### config.mk
export PLATFORM = sky130hd
export DESIGN_NAME = paged_mmu
export DESIGN_NICKNAME = d
export VERILOG_FILES = /design/src/rtl/paged_mmu.sv
export SDC_FILE = /design/constraint.sdc
export NUM_CORES = 1
export LEC_CHECK = 0
export CAP_MARGIN = 20
export CORE_UTILIZATION = 50
export DETAILED_ROUTE_END_ITERATION = 10
export PLACE_DENSITY = 0.78
export SLEW_MARGIN = 5
export SYNTH_ARGS = -nofsm -noshare
export SYNTH_HDL_FRONTEND = slang
export SYNTH_SLANG_ARGS = --single-unit
### constraint.sdc
create_clock -name i_clk -period 4.6 [get_ports i_clk]
set_input_delay 0.92 -clock i_clk [delete_from_list [all_inputs] [get_ports i_clk]]
set_output_delay 0.92 -clock i_clk [all_outputs]
set_load 0.03 [all_outputs]
### src/rtl/paged_mmu.sv
// rtl/paged_mmu.sv - paged data MMU with SR-programmed page table and sticky fault status (optional PAGED_MMU_NOCACHE_BIT_EN)
module paged_mmu #(
    parameter int RW         = 16,
    parameter int IN_ADDR_W  = 16,
    parameter int OUT_ADDR_W = 24,
    parameter int PAGE_IDX_W = 4,
    parameter logic [RW-1:0] SR_BASE = 16'h200,
    parameter logic [OUT_ADDR_W-IN_ADDR_W-1:0] DEFAULT_PREFIX = 8'h10
) (
    input  logic                  i_clk,
    input  logic                  i_rst,
    input  logic                  i_req,
    input  logic                  i_we,
    input  logic [IN_ADDR_W-1:0]  i_addr,
    output logic                  o_valid,
    output logic [OUT_ADDR_W-1:0] o_addr,
    output logic                  o_fault,
    output logic                  o_cacheable,
    input  logic [RW-1:0]         i_sr_addr,
    input  logic [RW-1:0]         i_sr_data,
    input  logic                  i_sr_we,
    output logic [RW-1:0]         o_sr_rdata,
    input  logic                  c_pag_en
);
    localparam int ENTRIES = 2 ** PAGE_IDX_W;
    localparam int OFF_W   = IN_ADDR_W - PAGE_IDX_W;
    localparam int PPN_W   = OUT_ADDR_W - OFF_W;

    localparam logic [RW-1:0] ENT_END = SR_BASE + RW'(ENTRIES);
    localparam logic [RW-1:0] FA_ADDR = ENT_END;
    localparam logic [RW-1:0] FC_ADDR = ENT_END + RW'(1);

    // Only V, W, (NC) and PPN bits are kept; everything else reads back as 0
    localparam logic [RW-1:0] PPN_MASK  = RW'((1 << PPN_W) - 1);
    localparam logic [RW-1:0] FLAG_MASK = RW'(3) << (RW - 2);
`ifdef PAGED_MMU_NOCACHE_BIT_EN
    localparam logic [RW-1:0] NC_MASK   = RW'(1) << (RW - 3);
`else
    localparam logic [RW-1:0] NC_MASK   = '0;
`endif
    localparam logic [RW-1:0] ENTRY_MASK = FLAG_MASK | NC_MASK | PPN_MASK;

    // Cacheable window [1/16, 1/2) of the physical space
    localparam logic [OUT_ADDR_W-1:0] CACHE_LO = OUT_ADDR_W'(1) << (OUT_ADDR_W - 4);
    localparam logic [OUT_ADDR_W-1:0] CACHE_HI = OUT_ADDR_W'(1) << (OUT_ADDR_W - 1);

    logic [RW-1:0]         table_q [ENTRIES];
    logic [IN_ADDR_W-1:0]  fault_addr;
    logic [1:0]            fault_cause;

    logic [PAGE_IDX_W-1:0] page;
    logic                  ent_v;
    logic                  ent_w;
    logic                  ent_nc;
    logic [PPN_W-1:0]      ppn;

    logic                  t_fault;
    logic [1:0]            t_cause;
    logic [OUT_ADDR_W-1:0] t_addr;
    logic                  t_cacheable;

    logic                  sr_in_tbl;
    logic [PAGE_IDX_W-1:0] sr_idx;
    logic                  sr_clr;

    assign page  = i_addr[IN_ADDR_W-1:OFF_W];
    assign ent_v = table_q[page][RW-1];
    assign ent_w = table_q[page][RW-2];
    assign ppn   = table_q[page][PPN_W-1:0];
`ifdef PAGED_MMU_NOCACHE_BIT_EN
    assign ent_nc = table_q[page][RW-3];
`else
    assign ent_nc = 1'b0;
`endif

    assign sr_in_tbl = (i_sr_addr >= SR_BASE) && (i_sr_addr < ENT_END);
    assign sr_idx    = PAGE_IDX_W'(i_sr_addr - SR_BASE);
    assign sr_clr    = i_sr_we && (i_sr_addr == FC_ADDR);

    // Translate the current request against the table as it stands this cycle
    always_comb begin
        t_fault     = 1'b0;
        t_cause     = 2'd0;
        t_addr      = {DEFAULT_PREFIX, i_addr};
        t_cacheable = 1'b0;
        if (c_pag_en) begin
            t_addr = {ppn, i_addr[OFF_W-1:0]};
            if (!ent_v) begin
                t_fault = 1'b1;
                t_cause = 2'd1;
            end else if (i_we && !ent_w) begin
                t_fault = 1'b1;
                t_cause = 2'd2;
            end
            if (t_fault) begin
                t_addr = '0;
            end
        end
        t_cacheable = !t_fault && !(c_pag_en && ent_nc)
                      && (t_addr >= CACHE_LO) && (t_addr < CACHE_HI);
    end

    // SR read mux: table entries, then fault status, else zero
    always_comb begin
        o_sr_rdata = '0;
        if (sr_in_tbl) begin
            o_sr_rdata = table_q[sr_idx];
        end else if (i_sr_addr == FA_ADDR) begin
            o_sr_rdata = RW'(fault_addr);
        end else if (i_sr_addr == FC_ADDR) begin
            o_sr_rdata = RW'(fault_cause);
        end
    end

    // Page table writes and sticky fault latch; a new fault beats a same-cycle clear
    always_ff @(posedge i_clk) begin
        if (i_rst) begin
            for (int i = 0; i < ENTRIES; i++) begin
                table_q[i] <= '0;
            end
            fault_addr  <= '0;
            fault_cause <= 2'd0;
        end else begin
            if (i_sr_we && sr_in_tbl) begin
                table_q[sr_idx] <= i_sr_data & ENTRY_MASK;
            end
            if (i_req && t_fault && (fault_cause == 2'd0 || sr_clr)) begin
                fault_addr  <= i_addr;
                fault_cause <= t_cause;
            end else if (sr_clr) begin
                fault_addr  <= '0;
                fault_cause <= 2'd0;
            end
        end
    end

    // Result register: one-cycle latency, holds last result while idle
    always_ff @(posedge i_clk) begin
        if (i_rst) begin
            o_valid     <= 1'b0;
            o_addr      <= '0;
            o_fault     <= 1'b0;
            o_cacheable <= 1'b0;
        end else begin
            o_valid <= i_req;
            if (i_req) begin
                o_addr      <= t_addr;
                o_fault     <= t_fault;
                o_cacheable <= t_cacheable;
            end
        end
    end
endmodule

* Word level (Yosys, flattened, before mapping)
Memories as Yosys holds them, arrays and structs flattened.
Index checks and enable logic that the tools add are counted.
** Storage, ports and cells
- Memories :: 1
- Input port bits :: 54
- Memory bits (writable) :: 224
- Word-level logic and storage cells :: 52
- Bits in latches :: 0
- Memory bits (read-only) :: 0
- Bits in registers :: 45
- Output and inout port bits :: 43
** Cells by class
- Magnitude comparators :: 4
- Divide/modulo/power cells :: 0
- Eq/ne operators :: 2
- Bitwise gates (word level) :: 0
- Mux-type cells :: 24
- Reductions and logical operators :: 14
- $mul :: 0
- Add/sub/neg operators :: 1
- Shift-type cells :: 0
** Memory list
- table_q :: depth 16, bits a word 14, read ports 2, clocked after memory_dff 0, write ports 16, RTL line 47 : logic [RW-1:0] table_q [ENTRIES];
** Operators by type and width (count)
- 16-bit two-way mux :: 4
- 24-bit two-way mux :: 2
- 16-bit by 10-bit equality test with 1-bit output, second input constant :: 2
- 24-bit by 21-bit >= comparator with 1-bit output, second input constant :: 1
- 24-bit < comparator, second input constant :: 1
- 16-bit by 10-bit >= comparator with 1-bit output, second input constant :: 1
- 16-bit by 10-bit < comparator with 1-bit output, second input constant :: 1
- 14-bit two-way mux :: 1
- 14-bit OR reduction :: 1
- 2-bit two-way mux :: 6
- 1-bit two-way mux :: 10
- 1-bit logical AND :: 8
- 4-bit two-way mux :: 1
- 4-bit by 1-bit subtractor with 4-bit output, second input constant :: 1
- 1-bit zero test :: 2
- 2-bit zero test :: 1
- 2-bit nonzero test :: 1
- 1-bit logical OR :: 1

* Logic depth before layout (Yosys ltp)
Gate-level depths: netlist (run 1).
An unclocked memory read counts as a cell.
- Depth after elaboration :: 11
- Depth in mapped cells :: 8
- Mapped depth without buffers :: 5

* Least setup slack after synthesis (run 1)
No wires, ideal clock.
- Path type :: input -> output
- Start :: in i_sr_addr[0]
- End :: out o_sr_rdata[0]
- Required time :: 3680 ps
- Path slack :: 681 ps
- Stages on the path :: 6
- Arrival time :: 2999 ps
- Buffers on the path :: 2
- Cells stage by stage :: buf_2 buf_1 mux4_2 mux4_2 nand3_1 o21ai_0
** On the way
- Cells in the longest elaborated chain, start to end :: 4
- Elaborated cells between the ends (all ways) :: 10
- Classes of those cells :: 1 x add/sub; 2 x order compare; 2 x eq/ne; 3 x mux; 1 x reduce/logical; 1 x memory
** RTL lines
- start, declared :: RTL line 19 : input logic [RW-1:0] i_sr_addr,
- branches (longest 3 deep; another with memory 16 x 14 bit)
- 16-bit two-way mux * :: RTL line 106 : if (sr_in_tbl) begin
- end, declared :: RTL line 22 : output logic [RW-1:0] o_sr_rdata,
Mark *: on every way between the ends.

* Final worst setup path (run 1)
- Start :: in i_sr_addr[0]
- End :: out o_sr_rdata[4]
** On the way
- Cells in the longest elaborated chain, start to end :: 3
- Elaborated cells between the ends (all ways) :: 8
- Classes of those cells :: 1 x add/sub; 2 x order compare; 1 x eq/ne; 2 x mux; 1 x reduce/logical; 1 x memory
** RTL lines
- 4-bit by 1-bit subtractor with 4-bit output, or another cell as far along :: RTL line 77 : assign sr_idx = PAGE_IDX_W'(i_sr_addr - SR_BASE);
- memory 16 x 14 bit, or another cell as far along
- 16-bit two-way mux * :: RTL line 106
Mark *: on every way between the ends. The rest lies on a longest branch, timed or not.

==> flow_summary.ini, run 1 <==
[logic_synthesis]
ys_seq_area_share_pct = 54.5
ys_top_cells_by_area = edfxtp_1 48%, mux4_2 21%, and2_1 10%, dfxtp_1 6.4%, clkbuf_1 1.7%
syn_area_mm2 = 0.0140
synth-edff-count = 224
yosys_register_bits = 269
synth_top_cell_by_area = edfxtp_1
synthArstFlopShare_pct = 0
synth.avg_cell_area_um2 = 14.5
syn_nets = 1016
synth_ff_type = edfxtp_1
synthCells = 962
synth_cell_type_count = 45
ys.warnings.count = 0
synth_top_area_share_pct = 48.1

[setup_path]
required_ns = 3.68
critical_path.max_fanout = 25
r2r_start = table_q[4][12]
critPathKind = primary input to output port
rr_endpoint = fault_addr[9]
cp.arrival_ns = 3.37
critPathLaunchType = primary input
r2r_cells = 6
endpoint = o_sr_rdata[4]
end_kind = output port
rrSetupSlack_ns = 2.14
critPathLaunch = i_sr_addr[0]

[floorplan]
die_h_um = 169
rows = 60
initial_core_util_pct = 51.5
die-area_mm2 = 0.0286
core-area_mm2 = 0.0272
die_w_um = 169
io_pins = 97

[place]
place_ws_ns = 0.295
io_buffer_count = 94
place_hpwl_mm = 24.2
place.gp.congestion = 0.870
placed_cells = 1375
dpl_cell_area_mm2 = 0.0153

[run_status]
outcome = finished, final reports clean

[clocking]
cts_root_buffer = clkbuf_16
htree_levels = 1
hold_buffers = 0
postCtsResizedCells = 0
clock_path_buffers = 3
clkLatencyLatePin_ns = 0.54
postCtsSetupRepairBufs = 0
path_clk_slew_ns = 0.06
cts_tree = done
clock_sinks = 269
cts_buffers = 27

[sta]
relSlewSlack_pct = 40.5
postLayoutSetupSlackWorst_ns = 0.310
finalCritPeriodShare_pct = 93.3
fin_crit_ns = 4.29
finalSetupViolCount = 0
rsz0062_at_grt = false
max_freq_ghz = 0.233
drv_slew = 0
worst_slew_pin_slew_ns = 0.892
finalSetupTns_ns = 0
fin_skew_ns = 0.00826
hold_viol = 0

[drt]
drtPass1Iterations = 5
drc = 0
via_per_inst = 6.37
initialDrtViolationCount = 1001
via_count = 9077
ant_nets = 0
wl_per_cell_um = 26.2
wl_mm = 37.3

[final_layout]
syn2layout_area_growth_pct = 15.8
final_nets = 1086
layout-drive-gt1-share_pct = 24.2
diodes = 0
post-route-cell-area_mm2 = 0.0162
stdcell_count = 1424

[grt]
grt_pass1_wl_mm = 55.7
grt_pass1_vias = 9026
grt_max_degree = 43
grt_overflow_total = 0
antenna_found_initial = 0
track_usage_pct = 26.6

[power_and_ir_drop]
comb_power_share_pct = 11.7
p_int_mw = 4.45
p_seq_share_pct = 48.7
switching_power_mw = 1.35
netSwitchingFraction_pct = 23.3
power_density_mw_per_mm2 = 358
max-vdd-ir-drop_mv = 0.282
clkPwrFrac_pct = 39.6
leakage_nw = 5.54

[flow_run]
cap_violations = 0

[hold_path]
hold_class = flip-flop to flip-flop
worst max-delay path: stages:
cell    delay [ns]
buf_4         0.43
buf_4         0.39
mux4_2        0.58
mux4_2        0.55
a32o_1        0.30
buf_4         0.17
Yosys cell counts, types with 6 or more instances:
cell and number:
nor2b_1 7, mux2i_1 20, buf_2 9, a22oi_1 7
edfxtp_1 224, a32o_1 18, dfxtp_1 45, nor3_1 15
nor3b_1 12, buf_1 14, and2_1 227, a31oi_1 14
mux4_2 131, nand2_1 54, nand3_1 6, o31ai_1 12
nor2_1 11, clkbuf_1 64, nor4_1 6, or2_2 16
kinds of logic after synthesis:
family | share of synthesized area [%]
multiplexers | 23.0
flip-flops | 54.5
buffers and inverters | 2.74
AND/OR/NAND/NOR | 15.7
AO/OA/AOI/OAI | 4.06
through the flow:
step	total power, mW	hold slack (ns)	util (%)
2_1_floorplan	3.29	0.430	-
3_3_place_gp	3.52	0.439	56.2
3_5_place_dp	3.54	0.451	56.2
4_1_cts	5.79	0.460	59.6
5_1_grt	5.93	0.472	59.6
6_report	5.79	0.461	59.6
cells in the final DEF, fill, tap and decap left out, drive strengths merged, types with 2 or more instances in the layout:
cell type	netlist	routed
edfxtp	224	224
a31oi	14	14
mux2i	20	20
and3	2	2
or4b	2	2
dfxtp	45	45
nor3	15	15
nor4	8	8
a21oi	5	5
nor2	11	11
a22o	3	3
o21ai	3	3
buf	25	55
clkbuf	64	35
nand2	55	55
or2	16	16
a32o	18	18
inv	5	5
o31ai	12	12
nand4	4	4
nor3b	12	12
bufinv	0	4
a22oi	7	7
nor2b	7	7
and2	228	228
clkdlybuf4s50	0	75
a311oi	3	3
nand3	6	6
nand2b	5	5
nor4b	2	2
clkinv	0	10
mux4	133	133
layout make-up:
class / instances / area (um2)
clock inverters: 14 / 165
repair buffers: 130 / 1180
multi-input cells: 599 / 5990
well taps: 372 / 465
fillers: 2035 / 11000
flip-flops and latches: 269 / 7630
clock buffers: 35 / 754
inverters: 5 / 18.8
routing by layer:
layer	global-route usage [%]	share of wire [%]	routed length (um)	up-vias
li1	-	-	-	3848
met1	33.9	36	13500	4538
met2	45.3	50	18500	592
met3	5.04	10	3880	99
met4	10.4	3.7	1360	0
met5	0	0	0	-
registers in the layout, summed over array words and instances (netlist names):
| register | cells |
|---|---|
| o_cacheable | 1 |
| o_addr | 24 |
| o_valid | 1 |
| table_q | 224 |
| fault_addr | 16 |
| fault_cause | 2 |
| o_fault | 1 |
power by group through the flow:
stage	logic, mW	registers (mW)	clock network [mW]
final	0.676	2.82	2.30
after global routing	0.708	2.83	2.39
after CTS	0.673	2.82	2.30
after detailed placement	0.671	2.87	0
after global placement	0.661	2.86	0
after floorplan	0.412	2.87	0
how the worst min path moves through the flow:
stage               cells after the start  slack (ns)      startpoint             end
CTS                                     2        0.46   fault_addr[5]   fault_addr[5]
detailed placement                      2        0.45   fault_addr[5]   fault_addr[5]
finish                                  2        0.46   fault_addr[5]   fault_addr[5]
global placement                        2        0.44  fault_addr[12]  fault_addr[12]
global route                            2        0.47   fault_addr[3]   fault_addr[3]
floorplan                               2        0.43  fault_addr[12]  fault_addr[12]
Power figures use the tool's default switching activity.
==> run 2: changes to the inputs <==
--- a/config.mk
+++ b/config.mk
@@ -9,6 +9,7 @@
 export CORE_UTILIZATION = 50
 export DETAILED_ROUTE_END_ITERATION = 10
 export PLACE_DENSITY = 0.78
+export SETUP_SLACK_MARGIN = 0.1
 export SLEW_MARGIN = 5
 export SYNTH_ARGS = -nofsm -noshare
 export SYNTH_HDL_FRONTEND = slang
==> results of run 2 <==
The final DEF is identical to that of run 1; final timing and power are the same.
==> run 3: changes to the inputs <==
--- a/config.mk
+++ b/config.mk
@@ -6,11 +6,12 @@
 export NUM_CORES = 1
 export LEC_CHECK = 0
 export CAP_MARGIN = 20
-export CORE_UTILIZATION = 50
+export CORE_UTILIZATION = 55
 export DETAILED_ROUTE_END_ITERATION = 10
-export PLACE_DENSITY = 0.78
+export PLACE_DENSITY = 0.84
 export SETUP_SLACK_MARGIN = 0.1
 export SLEW_MARGIN = 5
 export SYNTH_ARGS = -nofsm -noshare
 export SYNTH_HDL_FRONTEND = slang
 export SYNTH_SLANG_ARGS = --single-unit
+export TNS_END_PERCENT = 100
==> run 3 against run 2 <==
Against the previous run:
- worst setup slack gained 0.13 ns
- die area shrank 9.0%
- non-clock buffer count is the same
- largest cell class unchanged
==> flow_summary.ini, run 3 (synthesis gave the netlist of run 1 again) <==
[run_status]
outcome = finished, final reports clean

[floorplan]
rows = 58
die-area_mm2 = 0.0261
die_w_um = 161
core-area_mm2 = 0.0250
io_pins = 97
initial_core_util_pct = 55.9
die_h_um = 161

[hold_path]
hold_class = flip-flop to flip-flop
whs_path_depth = 2

[drt]
via_per_inst = 6.85
ant_nets = 0
drtPass1Iterations = 8
wl_per_cell_um = 27.7
drc = 0
wl_mm = 38.3
via_count = 9470
initialDrtViolationCount = 1457

[setup_path]
r2r_cells = 6
required_ns = 3.68
end_kind = output port
cp.arrival_ns = 3.24
critPathKind = primary input to output port
critical_path.max_fanout = 18
critPathLaunchType = primary input

[clocking]
clock_sinks = 269
cts_root_buffer = clkbuf_16
cts_buffers = 27
postCtsResizedCells = 0
htree_levels = 1
clkLatencyLatePin_ns = 0.56
postCtsSetupRepairBufs = 0
hold_buffers = 0
cts_tree = done
clock_path_buffers = 3
path_clk_slew_ns = 0.06

[final_layout]
regMostFlops = table_q
layout-drive-gt1-share_pct = 24.2
final_nets = 1086
final_common_cell = and2_1
syn2layout_area_growth_pct = 16.1
diodes = 0
fillers = 1671
reg_top3 = table_q: 224 flops, o_addr: 24 flops, fault_addr: 16 flops
largest_reg_flops = 224
layout_common_cells = 227 x and2_1, 224 x edfxtp_1, 131 x mux4_2

[place]
place_hpwl_mm = 24.9
place.gp.congestion = 0.854
io_buffer_count = 94

[sta]
hold_ws_ns = 0.456
drv_slew = 0
relSlewSlack_pct = 30.0
rsz0062_at_grt = false
finalCritPeriodShare_pct = 90.5
finalSetupTns_ns = 0
max_freq_ghz = 0.240
worst_slew_pin_slew_ns = 1.05
fin_skew_ns = 0.0253
hold_viol = 0
finalSetupViolCount = 0
fin_crit_ns = 4.16

[grt]
grt_pass1_wl_mm = 57.1
grt_overflow_total = 0
grt_use_met3_pct = 6.70
grt_pass1_vias = 9292
grt.busiest_layer = met2
grt_max_degree = 58
met1_usage_pct = 38.5
use_met2_pct = 49.4
track_usage_pct = 29.7
antenna_found_initial = 0

[power_and_ir_drop]
power_density_mw_per_mm2 = 370
leakage_nw = 5.56
max-vdd-ir-drop_mv = 0.244

[flow_run]
cap_violations = 0
## run 3: cell count changes in the layout (fill, tap and decap cells not counted)
cell	before	now
clkbuf_4	1	0
bufinv_16	4	8
clkbuf_8	2	0
buf_12	2	3
buf_4	50	49
clkinv_2	6	2
clkinvlp_4	0	2
clkbuf_2	3	0
inv_6	0	3
clkbuf_16	28	27
clkinvlp_2	0	1
clkinv_4	0	1
## run 3: path summary, 6_finish.rpt
kind | startpoint | to | slack [ns]
min reg2reg | fault_addr[13] | fault_addr[13] | 0.46
max | i_sr_addr[0] | o_sr_rdata[0] | 0.44
max reg2reg | table_q[0][12] | fault_addr[7] | 2.16
min | fault_addr[13] | fault_addr[13] | 0.46
## run 3: critical path, cell delays in order
cell             delay [ns]
buf_4                  0.35
mux4_2                 0.63
mux4_2                 0.53
nand3_1                0.10
o21ai_0                0.09
clkdlybuf4s50_1        0.61
## run 3: through the flow
step | cell area [um2] | utilization (%) | setup WS, ns | power (mW) | instances
global route | 16200 | 64.9 | 0.381 | 6.13 | 1382
CTS | 16200 | 64.9 | 0.444 | 5.99 | 1382
floorplan | 14000 | - | 0.681 | 3.29 | 962
detailed placement | 15200 | 60.9 | 0.440 | 3.55 | 1333
global placement | 15200 | 60.9 | 0.465 | 3.52 | 1333
finish | 16200 | 64.9 | 0.437 | 6.01 | 1382
## run 3: per-layer routing
| layer | routed length [um] | vias to the layer above |
|---|---|---|
| li1 | - | 3852 |
| met1 | 13400 | 4756 |
| met2 | 18800 | 756 |
| met3 | 4730 | 106 |
| met4 | 1260 | 0 |
| met5 | 0 | - |
## run 3: layout make-up
type	count	area [um2]	area share [%]
multi-input combinational	599	5990	36.9
sequential	269	7630	47.0
timing repair buffer	130	1190	7.35
clock inverter	21	320	1.97
clock buffer	28	679	4.18
inverter	5	18.8	0.116
tap	330	413	2.54
## run 3: power breakdown
group | internal (mW) | switching, mW | leakage (nW) | total [mW]
Clock | 1.53 | 0.962 | 0.479 | 2.49
Combinational | 0.317 | 0.376 | 2.59 | 0.693
Sequential | 2.76 | 0.0692 | 2.49 | 2.83
Total | 4.60 | 1.41 | 5.56 | 6.01
